## config.mk

```make
export PLATFORM = sky130hd
export DESIGN_NAME = bg_layer_compositor
export DESIGN_NICKNAME = d
export VERILOG_FILES = /design/src/rtl/bglc_pkg.sv /design/src/rtl/bglc_layer_scroll.sv /design/src/rtl/bg_layer_compositor.sv
export SDC_FILE = /design/constraint.sdc
export NUM_CORES = 1
export LEC_CHECK = 0
export ABC_CLOCK_PERIOD_IN_PS = 2750
export BUFFER_PORTS_ARGS = -buffer_cell sky130_fd_sc_hd__buf_2
export CELL_PAD_IN_SITES_DETAIL_PLACEMENT = 0
export CELL_PAD_IN_SITES_GLOBAL_PLACEMENT = 1
export CORE_AREA = 8 8 199 201
export DETAILED_ROUTE_END_ITERATION = 16
export DIE_AREA = 0 0 207 209
export GPL_ROUTABILITY_DRIVEN = 0
export HOLD_SLACK_MARGIN = 0.05
export PLACE_DENSITY = 0.89
export SLEW_MARGIN = 10
export SYNTH_ARGS = -nofsm -noshare
export SYNTH_HDL_FRONTEND = slang
export SYNTH_SLANG_ARGS = --single-unit
```

## constraint.sdc

```tcl
create_clock -name clk -period 2.75 [get_ports clk]
set_clock_uncertainty 0.05 [all_clocks]
set_input_delay 0.55 -clock clk [delete_from_list [all_inputs] [get_ports clk]]
set_output_delay 0.55 -clock clk [all_outputs]
set_load 0.005 [all_outputs]
```

## src/rtl/bglc_pkg.sv

```systemverilog
// Shared types and register map for the background layer compositor.
// Imported by bg_layer_compositor and bglc_layer_scroll.
package bglc_pkg;

   localparam logic [5:0] A_CTRL   = 6'h00;
   localparam logic [5:0] A_STATUS = 6'h04;
   localparam logic [5:0] A_FCNT   = 6'h08;
   localparam logic [5:0] A_BG     = 6'h0C;
   localparam logic [5:0] A_SPEED  = 6'h10;
   localparam logic [5:0] A_OFS    = 6'h20;

   // {R[1:0], G[1:0], B[1:0]}
   typedef logic [5:0] rgb222_t;

   typedef struct packed {
      logic    opaque;
      rgb222_t rgb;
   } layer_pix_t;

   // Output pins carry {B, G, R}
   function automatic logic [5:0] to_bgr(input rgb222_t c);
      return {c[1:0], c[3:2], c[5:4]};
   endfunction

endpackage

```

## src/rtl/bglc_layer_scroll.sv

```systemverilog
// Per-layer scroll state: speed, live offset and pending offset.
// Produces the scrolled coordinates handed to one background generator.
module bglc_layer_scroll
   import bglc_pkg::*;
#(
   parameter int COORD_W = 11,
   parameter int SPEED_W = 4
) (
   input  logic               clk,
   input  logic               rst,
   input  logic               speed_we,
   input  logic               ofs_we,
   input  logic               tick,
   input  logic               en,
   input  logic [SPEED_W-1:0] wdx,
   input  logic [SPEED_W-1:0] wdy,
   input  logic [COORD_W-1:0] wx,
   input  logic [COORD_W-1:0] wy,
   input  logic [COORD_W-1:0] pix_x,
   input  logic [COORD_W-1:0] pix_y,
   output logic [SPEED_W-1:0] dx,
   output logic [SPEED_W-1:0] dy,
   output logic [COORD_W-1:0] x_ofs,
   output logic [COORD_W-1:0] y_ofs,
   output logic [COORD_W-1:0] layer_x,
   output logic [COORD_W-1:0] layer_y
);

   logic               pend;
   logic [COORD_W-1:0] px;
   logic [COORD_W-1:0] py;
   logic [COORD_W-1:0] dx_s;
   logic [COORD_W-1:0] dy_s;

   assign dx_s = {{(COORD_W-SPEED_W){dx[SPEED_W-1]}}, dx};
   assign dy_s = {{(COORD_W-SPEED_W){dy[SPEED_W-1]}}, dy};

   assign layer_x = pix_x + x_ofs;
   assign layer_y = pix_y + y_ofs;

   // Speed register, written directly from the bus
   always_ff @(posedge clk) begin
      if (rst) begin
         dx <= '0;
         dy <= '0;
      end else if (speed_we) begin
         dx <= wdx;
         dy <= wdy;
      end
   end

   // Frame step: a pending write wins over the speed step;
   // a write landing on the tick stays pending for the next one
   always_ff @(posedge clk) begin
      if (rst) begin
         x_ofs <= '0;
         y_ofs <= '0;
         pend  <= 1'b0;
         px    <= '0;
         py    <= '0;
      end else begin
         if (tick) begin
            if (pend) begin
               x_ofs <= px;
               y_ofs <= py;
            end else if (en) begin
               x_ofs <= x_ofs + dx_s;
               y_ofs <= y_ofs + dy_s;
            end
         end
         if (ofs_we) begin
            pend <= 1'b1;
            px   <= wx;
            py   <= wy;
         end else if (tick) begin
            pend <= 1'b0;
         end
      end
   end

endmodule

```

## src/rtl/bg_layer_compositor.sv

```systemverilog
// Multi-layer scrolling background compositor on the TinyQV peripheral bus.
// Optional frame interrupt: define BGLC_FRAME_IRQ_EN.
module bg_layer_compositor
   import bglc_pkg::*;
#(
   parameter int NUM_LAYERS = 3,
   parameter int COORD_W    = 11,
   parameter int SPEED_W    = 4,
   parameter int FCNT_W     = 16
) (
   input  logic                          clk,
   input  logic                          rst,
   input  logic [5:0]                    address,
   input  logic [31:0]                   data_in,
   input  logic [1:0]                    data_write_n,
   input  logic [1:0]                    data_read_n,
   output logic [31:0]                   data_out,
   output logic                          data_ready,
   output logic                          user_interrupt,
   input  logic [COORD_W-1:0]            pix_x,
   input  logic [COORD_W-1:0]            pix_y,
   input  logic                          visible,
   input  logic                          hsync_in,
   input  logic                          vsync_in,
   output logic [NUM_LAYERS*COORD_W-1:0] layer_x,
   output logic [NUM_LAYERS*COORD_W-1:0] layer_y,
   input  logic [NUM_LAYERS*7-1:0]       layer_pix,
   output logic [7:0]                    uo_rgb
);

   localparam logic [7:0] CTRL_MASK =
      8'h80 | 8'((1 << (NUM_LAYERS + 1)) - 1);

   logic [7:0]        ctrl;
   logic [FCNT_W-1:0] fcnt;
   rgb222_t           bg;
   logic              vsync_d;
   logic              wr;
   logic              tick;
   logic              frame_pend;
   rgb222_t           pick;
   logic              unused;

   logic [NUM_LAYERS-1:0] spd_hit;
   logic [NUM_LAYERS-1:0] ofs_hit;
   logic [SPEED_W-1:0]    dx    [NUM_LAYERS];
   logic [SPEED_W-1:0]    dy    [NUM_LAYERS];
   logic [COORD_W-1:0]    x_ofs [NUM_LAYERS];
   logic [COORD_W-1:0]    y_ofs [NUM_LAYERS];
   layer_pix_t            lp    [NUM_LAYERS];

   assign data_ready = 1'b1;
   assign wr         = data_write_n != 2'b11;
   assign tick       = vsync_in & ~vsync_d & ctrl[0];
   assign unused     = ^{data_read_n, data_in};

   // Control, colour and frame counter registers
   always_ff @(posedge clk) begin
      if (rst) begin
         ctrl    <= '0;
         fcnt    <= '0;
         bg      <= '0;
         vsync_d <= 1'b0;
      end else begin
         vsync_d <= vsync_in;
         if (tick)
            fcnt <= fcnt + FCNT_W'(1);
         if (wr && address == A_CTRL)
            ctrl <= data_in[7:0] & CTRL_MASK;
         if (wr && address == A_BG)
            bg <= data_in[5:0];
      end
   end

`ifdef BGLC_FRAME_IRQ_EN
   // Frame interrupt flag; a set on the tick beats a W1C
   always_ff @(posedge clk) begin
      if (rst)
         frame_pend <= 1'b0;
      else if (tick && ctrl[7])
         frame_pend <= 1'b1;
      else if (wr && address == A_STATUS && data_in[0])
         frame_pend <= 1'b0;
   end
   assign user_interrupt = frame_pend;
`else
   assign frame_pend     = 1'b0;
   assign user_interrupt = 1'b0;
`endif

   for (genvar i = 0; i < NUM_LAYERS; i++) begin : g_layer
      assign spd_hit[i] = address[5:4] == A_SPEED[5:4] &&
                          address[1:0] == 2'b00 &&
                          {1'b0, address[3:2]} == 3'(i);
      assign ofs_hit[i] = address[5] &&
                          address[1:0] == 2'b00 &&
                          address[4:2] == 3'(i);
      assign lp[i]      = layer_pix[i*7 +: 7];

      bglc_layer_scroll #(
         .COORD_W (COORD_W),
         .SPEED_W (SPEED_W)
      ) u_scroll (
         .clk      (clk),
         .rst      (rst),
         .speed_we (wr & spd_hit[i]),
         .ofs_we   (wr & ofs_hit[i]),
         .tick     (tick),
         .en       (ctrl[i+1]),
         .wdx      (data_in[SPEED_W-1:0]),
         .wdy      (data_in[SPEED_W+7:8]),
         .wx       (data_in[COORD_W-1:0]),
         .wy       (data_in[COORD_W+15:16]),
         .pix_x    (pix_x),
         .pix_y    (pix_y),
         .dx       (dx[i]),
         .dy       (dy[i]),
         .x_ofs    (x_ofs[i]),
         .y_ofs    (y_ofs[i]),
         .layer_x  (layer_x[i*COORD_W +: COORD_W]),
         .layer_y  (layer_y[i*COORD_W +: COORD_W])
      );
   end

   // Fixed priority: lowest enabled opaque layer wins
   always_comb begin
      pick = bg;
      for (int i = NUM_LAYERS - 1; i >= 0; i--)
         if (ctrl[i+1] && lp[i].opaque)
            pick = lp[i].rgb;
   end

   // Registered pixel with syncs delayed to stay aligned
   always_ff @(posedge clk) begin
      if (rst || !ctrl[0])
         uo_rgb <= '0;
      else
         uo_rgb <= {vsync_in, hsync_in,
                    visible ? to_bgr(pick) : 6'b0};
   end

   // Combinational register read
   always_comb begin
      data_out = '0;
      case (address)
         A_CTRL:   data_out[7:0]        = ctrl;
         A_STATUS: data_out[0]          = frame_pend;
         A_FCNT:   data_out[FCNT_W-1:0] = fcnt;
         A_BG:     data_out[5:0]        = bg;
         default: begin
            for (int i = 0; i < NUM_LAYERS; i++) begin
               if (spd_hit[i]) begin
                  data_out[SPEED_W-1:0] = dx[i];
                  data_out[SPEED_W+7:8] = dy[i];
               end
               if (ofs_hit[i]) begin
                  data_out[COORD_W-1:0]   = x_ofs[i];
                  data_out[COORD_W+15:16] = y_ofs[i];
               end
            end
         end
      endcase
   end

endmodule

```

# ---- Word-level counts from Yosys, hierarchy flattened
# Cells that the tools add are included.
dict set report classes {
  n_addsub 13
  eq_ne 9
  muxes 39
  bitwise 10
  n_reduce_logical 32
}
# cell n
set op_table {}
lappend op_table {{11-bit 2-to-1 mux} 20}
lappend op_table {{11-bit adder} 12}
lappend op_table {{4-bit 2-to-1 mux} 8}
lappend op_table {{5-bit one-hot mux with 4 select lines} 1}
lappend op_table {{6-bit 2-to-1 mux} 3}
lappend op_table {{16-bit by 1-bit adder with 16-bit output, second input constant} 1}
lappend op_table {{1-bit logical AND} 13}
lappend op_table {{6-bit by 4-bit equality test with 1-bit output, second input constant} 2}
lappend op_table {{2-bit nonzero test} 6}
lappend op_table {{1-bit bitwise AND} 8}
lappend op_table {{4-bit one-hot mux with 2 select lines} 1}
lappend op_table {{6-bit by 3-bit equality test with 1-bit output, second input constant} 1}
lappend op_table {{6-bit zero test} 1}
lappend op_table {{2-bit one-hot mux with 3 select lines} 1}
lappend op_table {{2-bit AND reduction} 3}
lappend op_table {{2-bit by 1-bit equality test with 1-bit output, second input constant} 2}
lappend op_table {{2-bit zero test} 2}
lappend op_table {{1-bit 2-to-1 mux} 4}
lappend op_table {{1-bit one-hot mux with 4 select lines} 1}
lappend op_table {{2-bit OR reduction} 2}
lappend op_table {{4-bit OR reduction} 1}
lappend op_table {{3-bit by 1-bit equality test with 1-bit output, second input constant} 1}
lappend op_table {{3-bit by 2-bit equality test with 1-bit output, second input constant} 1}
lappend op_table {{3-bit zero test} 1}
lappend op_table {{6 further kinds} 7}
dict set report totals {
  reg_bits 195
  input_bits 90
  out_inout_bits 108
  elab_cells 130
}

# ---- Longest topological paths before layout
dict set report logic_depth {
  ltp_word 12
  mapped_depth 10
}

# ---- Modules after synthesis
# Synthesis repeated with hierarchy kept, for this count alone.
dict set report unflattened {
  cells_unflattened 1806
  area_unflattened_um2 15046.9
}
# module instances cells_per_inst area_per_inst_um2
set by_module_without_submodules {}
lappend by_module_without_submodules {{bglc_layer_scroll (g_layer[1].u_scroll)} 1 479 4122.7}
lappend by_module_without_submodules {{bglc_layer_scroll (g_layer[0].u_scroll)} 1 478 4120.2}
lappend by_module_without_submodules {{bglc_layer_scroll (g_layer[2].u_scroll)} 1 479 4065.1}
lappend by_module_without_submodules {bg_layer_compositor 1 370 2738.9}

# ---- Worst setup path after synthesis
# Ideal clock, no wire load.
dict set report synth_timing {
  path_type {input-to-output}
  startpoint {input pix_x[0]}
  endpoint {output layer_x[21]}
  arrival_ns 2.191
  required_time_ns 2.150
  path_slack_ns -0.041
  stages 10
  n_path_buf 0
  cell_sequence {ha_1 inv_1 fa_1 nor2b_1 o21ai_0 a21boi_0 o21ai_0 a21oi_1 or4_1 and3_1}
}
dict set report synth_via {
  elab_chain_cells 1
}
# item line_no
set synth_lines {}
lappend synth_lines {{start: declaration} bg_layer_compositor.sv:20} ;# input logic [COORD_W-1:0] pix_x,
lappend synth_lines {{11-bit adder} bglc_layer_scroll.sv:38} ;# assign layer_x = pix_x + x_ofs;
lappend synth_lines {{end: declaration} bg_layer_compositor.sv:25} ;# output logic [NUM_LAYERS*COORD_W-1:0] layer_x,
# No other way between the ends.

# ---- Worst setup path in the final report
dict set report layout_timing {
  startpoint {register g_layer[2].u_scroll.x_ofs[1]}
  endpoint {output layer_x[31]}
}
dict set report layout_via {
  elab_chain_cells 1
}
# item line_no
set layout_lines {}
lappend layout_lines {{start: declaration} bglc_layer_scroll.sv:23} ;# output logic [COORD_W-1:0] x_ofs,
lappend layout_lines {{start signal: assignment} bglc_layer_scroll.sv:64} ;# x_ofs <= px;
lappend layout_lines {{start signal: assignment} bglc_layer_scroll.sv:67} ;# x_ofs <= x_ofs + dx_s;
lappend layout_lines {{11-bit adder} bglc_layer_scroll.sv:38}
# No other way between the ends.

==> out/results.ini <==
[flow_run]
cap_violations=0

[grt]
antenna_found_initial=3
grt_max_degree=56
grt_overflow=0
grt_usage=0.220
grt_pass1_vias=14219
grt_pass1_wl_um=77700

[cells_and_area]
final_area_um2=17900
multi_input_area_um2=10200
regArea_um2=3950
fillCellCount=3434
finalNetCount=2327
area_growth_pct=27.8
drive_gt1_frac=0.264

[floorplanning]
core-area_um2=36300
initial_utilization=0.387
placementRows=70
die_w_um=207
fp.dieH_um=209
die_area_um2=43300
pin_count=198

[timing]
drv_slew=0
worst_pin_slew_ns=0.780
worst_hold_slack_ns=0.269
maxSlewHeadroom=0.480
final.min_clock_period_ns=3.23
rsz0062_at_grt=yes
timing.final.crit_share=1.17
hold_violations=0
clock.fmax_mhz=310
setup_viol=30
setup_ws_ns=-0.478

[critical_path]
path_class=register to output port
required_ns=2.15
end_kind=output port
cp-start-kind=register
critical_path_arrival_ns=2.63
critPathMaxFanout=3

[yosys]
async_reset_ff_frac=0
ys_ff_latch=195
syn_area_um2=14000
synth-seq-area-share=0.278
synth_cells=1804
synth_cell_types=76
postSynthAreaPerCell_um2=7.78
yosysWarnings=0
synth_ff_type=dfxtp_1
synth_edf_count=0

[route]
viasPerCell=5.65
drc=0
routedWlPerCell_um=19.3
vias=14625
drtPass1Iterations=6
wl_um=50000
drt-initial-drc-count=1306
ant_nets=0

[run_status]
status=complete, but fails checks
violations=setup timing

[pwr]
leakagePower_nw=8.02
netSwitchingFraction=0.284
ir_drop_mv=0.336
clkPwrFrac=0.416
p_seq_frac=0.471
intPower_mw=4.32
power.density_nw_per_um2=336
p_sw_mw=1.72
combinationalPowerShare=0.113

[cts]
holdBufCountCts=0
cts-htree-levels=4
clkTransAtPathRegs_ns=0.08
cts_tree=yes
clk_latency_ns=0.45
cts_made_buffers=17
cts_buffer_depth=2
cts_root_buf=clkbuf_16
cts_sinks=195

[placement]
dp_hpwl_um=38100
dpl_cell_area_um2=16600
portBuffers=179

[min_path]
hp-class=primary input to register

final timing paths:
check	endpoint	start	cells after the start	slack (ns)
setup / recovery	layer_x[31]	g_layer[2].u_scroll.x_ofs[1]	9	-0.48
hold reg to reg	g_layer[2].u_scroll.px[9]	g_layer[2].u_scroll.px[9]	2	0.41
setup reg to reg	g_layer[2].u_scroll.x_ofs[10]	g_layer[2].u_scroll.x_ofs[0]	12	0.19
hold / removal	uo_rgb[6]	hsync_in	2	0.27
sequential cells by signal (all words and copies together) (netlist names), 8 cells and up:
| signal | flops |
|---|---|
| g_layer.u_scroll.px | 33 |
| g_layer.u_scroll.dx | 12 |
| g_layer.u_scroll.x_ofs | 33 |
| g_layer.u_scroll.py | 33 |
| g_layer.u_scroll.y_ofs | 33 |
| uo_rgb | 8 |
| fcnt | 16 |
| g_layer.u_scroll.dy | 12 |
power by group through the flow:
stage	Combinational (mW)	Sequential, mW	Clock (mW)
6_report	0.682	2.84	2.51
5_1_grt	0.729	2.84	2.65
4_1_cts	0.647	2.84	2.54
3_5_place_dp	0.630	2.91	0
3_3_place_gp	0.618	2.91	0
2_1_floorplan	0.319	2.91	0
synthesized netlist by cell type, drive strengths merged, types with 10 or more instances:
cell type,instances,area share
a21boi,13,0.0070
a2111oi,12,0.0080
inv,54,0.014
fa,12,0.017
a21oi,172,0.063
nand3,30,0.011
nor3,67,0.024
ha,121,0.11
clkbuf,63,0.017
mux2i,75,0.054
nor4,11,0.0054
o211ai,17,0.0091
a31oi,10,0.0045
o41ai,12,0.0096
o22ai,14,0.0062
a211oi,33,0.018
dfxtp,195,0.28
xor2,46,0.029
buf,28,0.011
o21ai,99,0.035
xnor2,45,0.028
nor2,220,0.059
nand2,226,0.060
and3,23,0.010
nand2b,12,0.0054
a21o,23,0.012
o211a,16,0.011
nor2b,33,0.015
cells by family (layout without fill, tap and decap cells):
group	count (synthesis)	after routing	share of synthesized area
fa+ha+maj	133	133	0.125
xor+xnor	91	91	0.0568
flops	195	195	0.278
buf+inv	146	454	0.0424
mux	81	81	0.0583
other cells	2	9	0.000535
compound gates	476	476	0.218
simple gates	680	680	0.221
routing by layer:
metal | vias to the layer above | track usage | share of wire
li1 | 7045 | - | -
met1 | 6965 | 0.282 | 0.44
met2 | 506 | 0.371 | 0.47
met3 | 107 | 0.0370 | 0.062
met4 | 2 | 0.0698 | 0.030
met5 | - | 0 | 0.00024
layout by cell type (no fill, tap or decap), types with 10 or more instances in the layout:
cell,n
buf_4,181
inv_1,44
a211oi_1,30
xnor2_2,10
o211a_1,16
clkbuf_16,17
ha_4,18
xor2_1,45
nand2_1,223
mux2i_1,75
and3_1,23
nor2_1,209
a21o_1,23
o21ai_0,83
nand3_1,30
nor4_1,10
xnor2_1,35
a21oi_2,13
nor3_1,64
nor2b_1,21
o211ai_1,17
o21ai_2,11
a21oi_1,158
dfxtp_1,179
buf_2,176
o22ai_1,10
ha_1,103
per-stage QoR:
| step | utilization | power (mW) | worst slack (ns) | instances | setup TNS (ns) |
|---|---|---|---|---|---|
| detailed placement | 0.457 | 3.54 | -0.494 | 2527 | -8.74 |
| finish | 0.494 | 6.03 | -0.478 | 2587 | -6.90 |
| CTS | 0.486 | 6.03 | -0.416 | 2586 | -7.45 |
| global route | 0.494 | 6.22 | -0.603 | 2587 | -10.23 |
| floorplan | - | 3.23 | 0.00162 | 1809 | 0 |
| global placement | 0.457 | 3.53 | -0.380 | 2527 | -7.20 |
critical path, cell delays in order, from the launching register on:
cell and delay (ns):
dfxtp_4 0.38, ha_4 0.23, a21o_1 0.16, a21oi_2 0.17, nand2b_4 0.14, a21boi_2 0.06, o41ai_2 0.27, or4b_4 0.50
o211ai_1 0.13, buf_2 0.16
cell type report:
| type | instances | area share |
|---|---|---|
| Sequential cell | 195 | 0.220 |
| Multi-Input combinational cell | 1468 | 0.569 |
| Tap cell | 468 | 0.0327 |
| Antenna cell | 2 | 0.000279 |
| Clock buffer | 17 | 0.0237 |
| Clock inverter | 15 | 0.00900 |
| Inverter | 55 | 0.0121 |
| Timing Repair Buffer | 367 | 0.133 |
repair_timing:
action / in CTS / in global routing
setup endpoints to repair: 36 / 44
gates resized for setup: 88 / 77
setup buffers: 29 / 11
pin swaps: 58 / 40
endpoints found under the hold margin: 0 / 0
(Power assumes the default switching activity.)
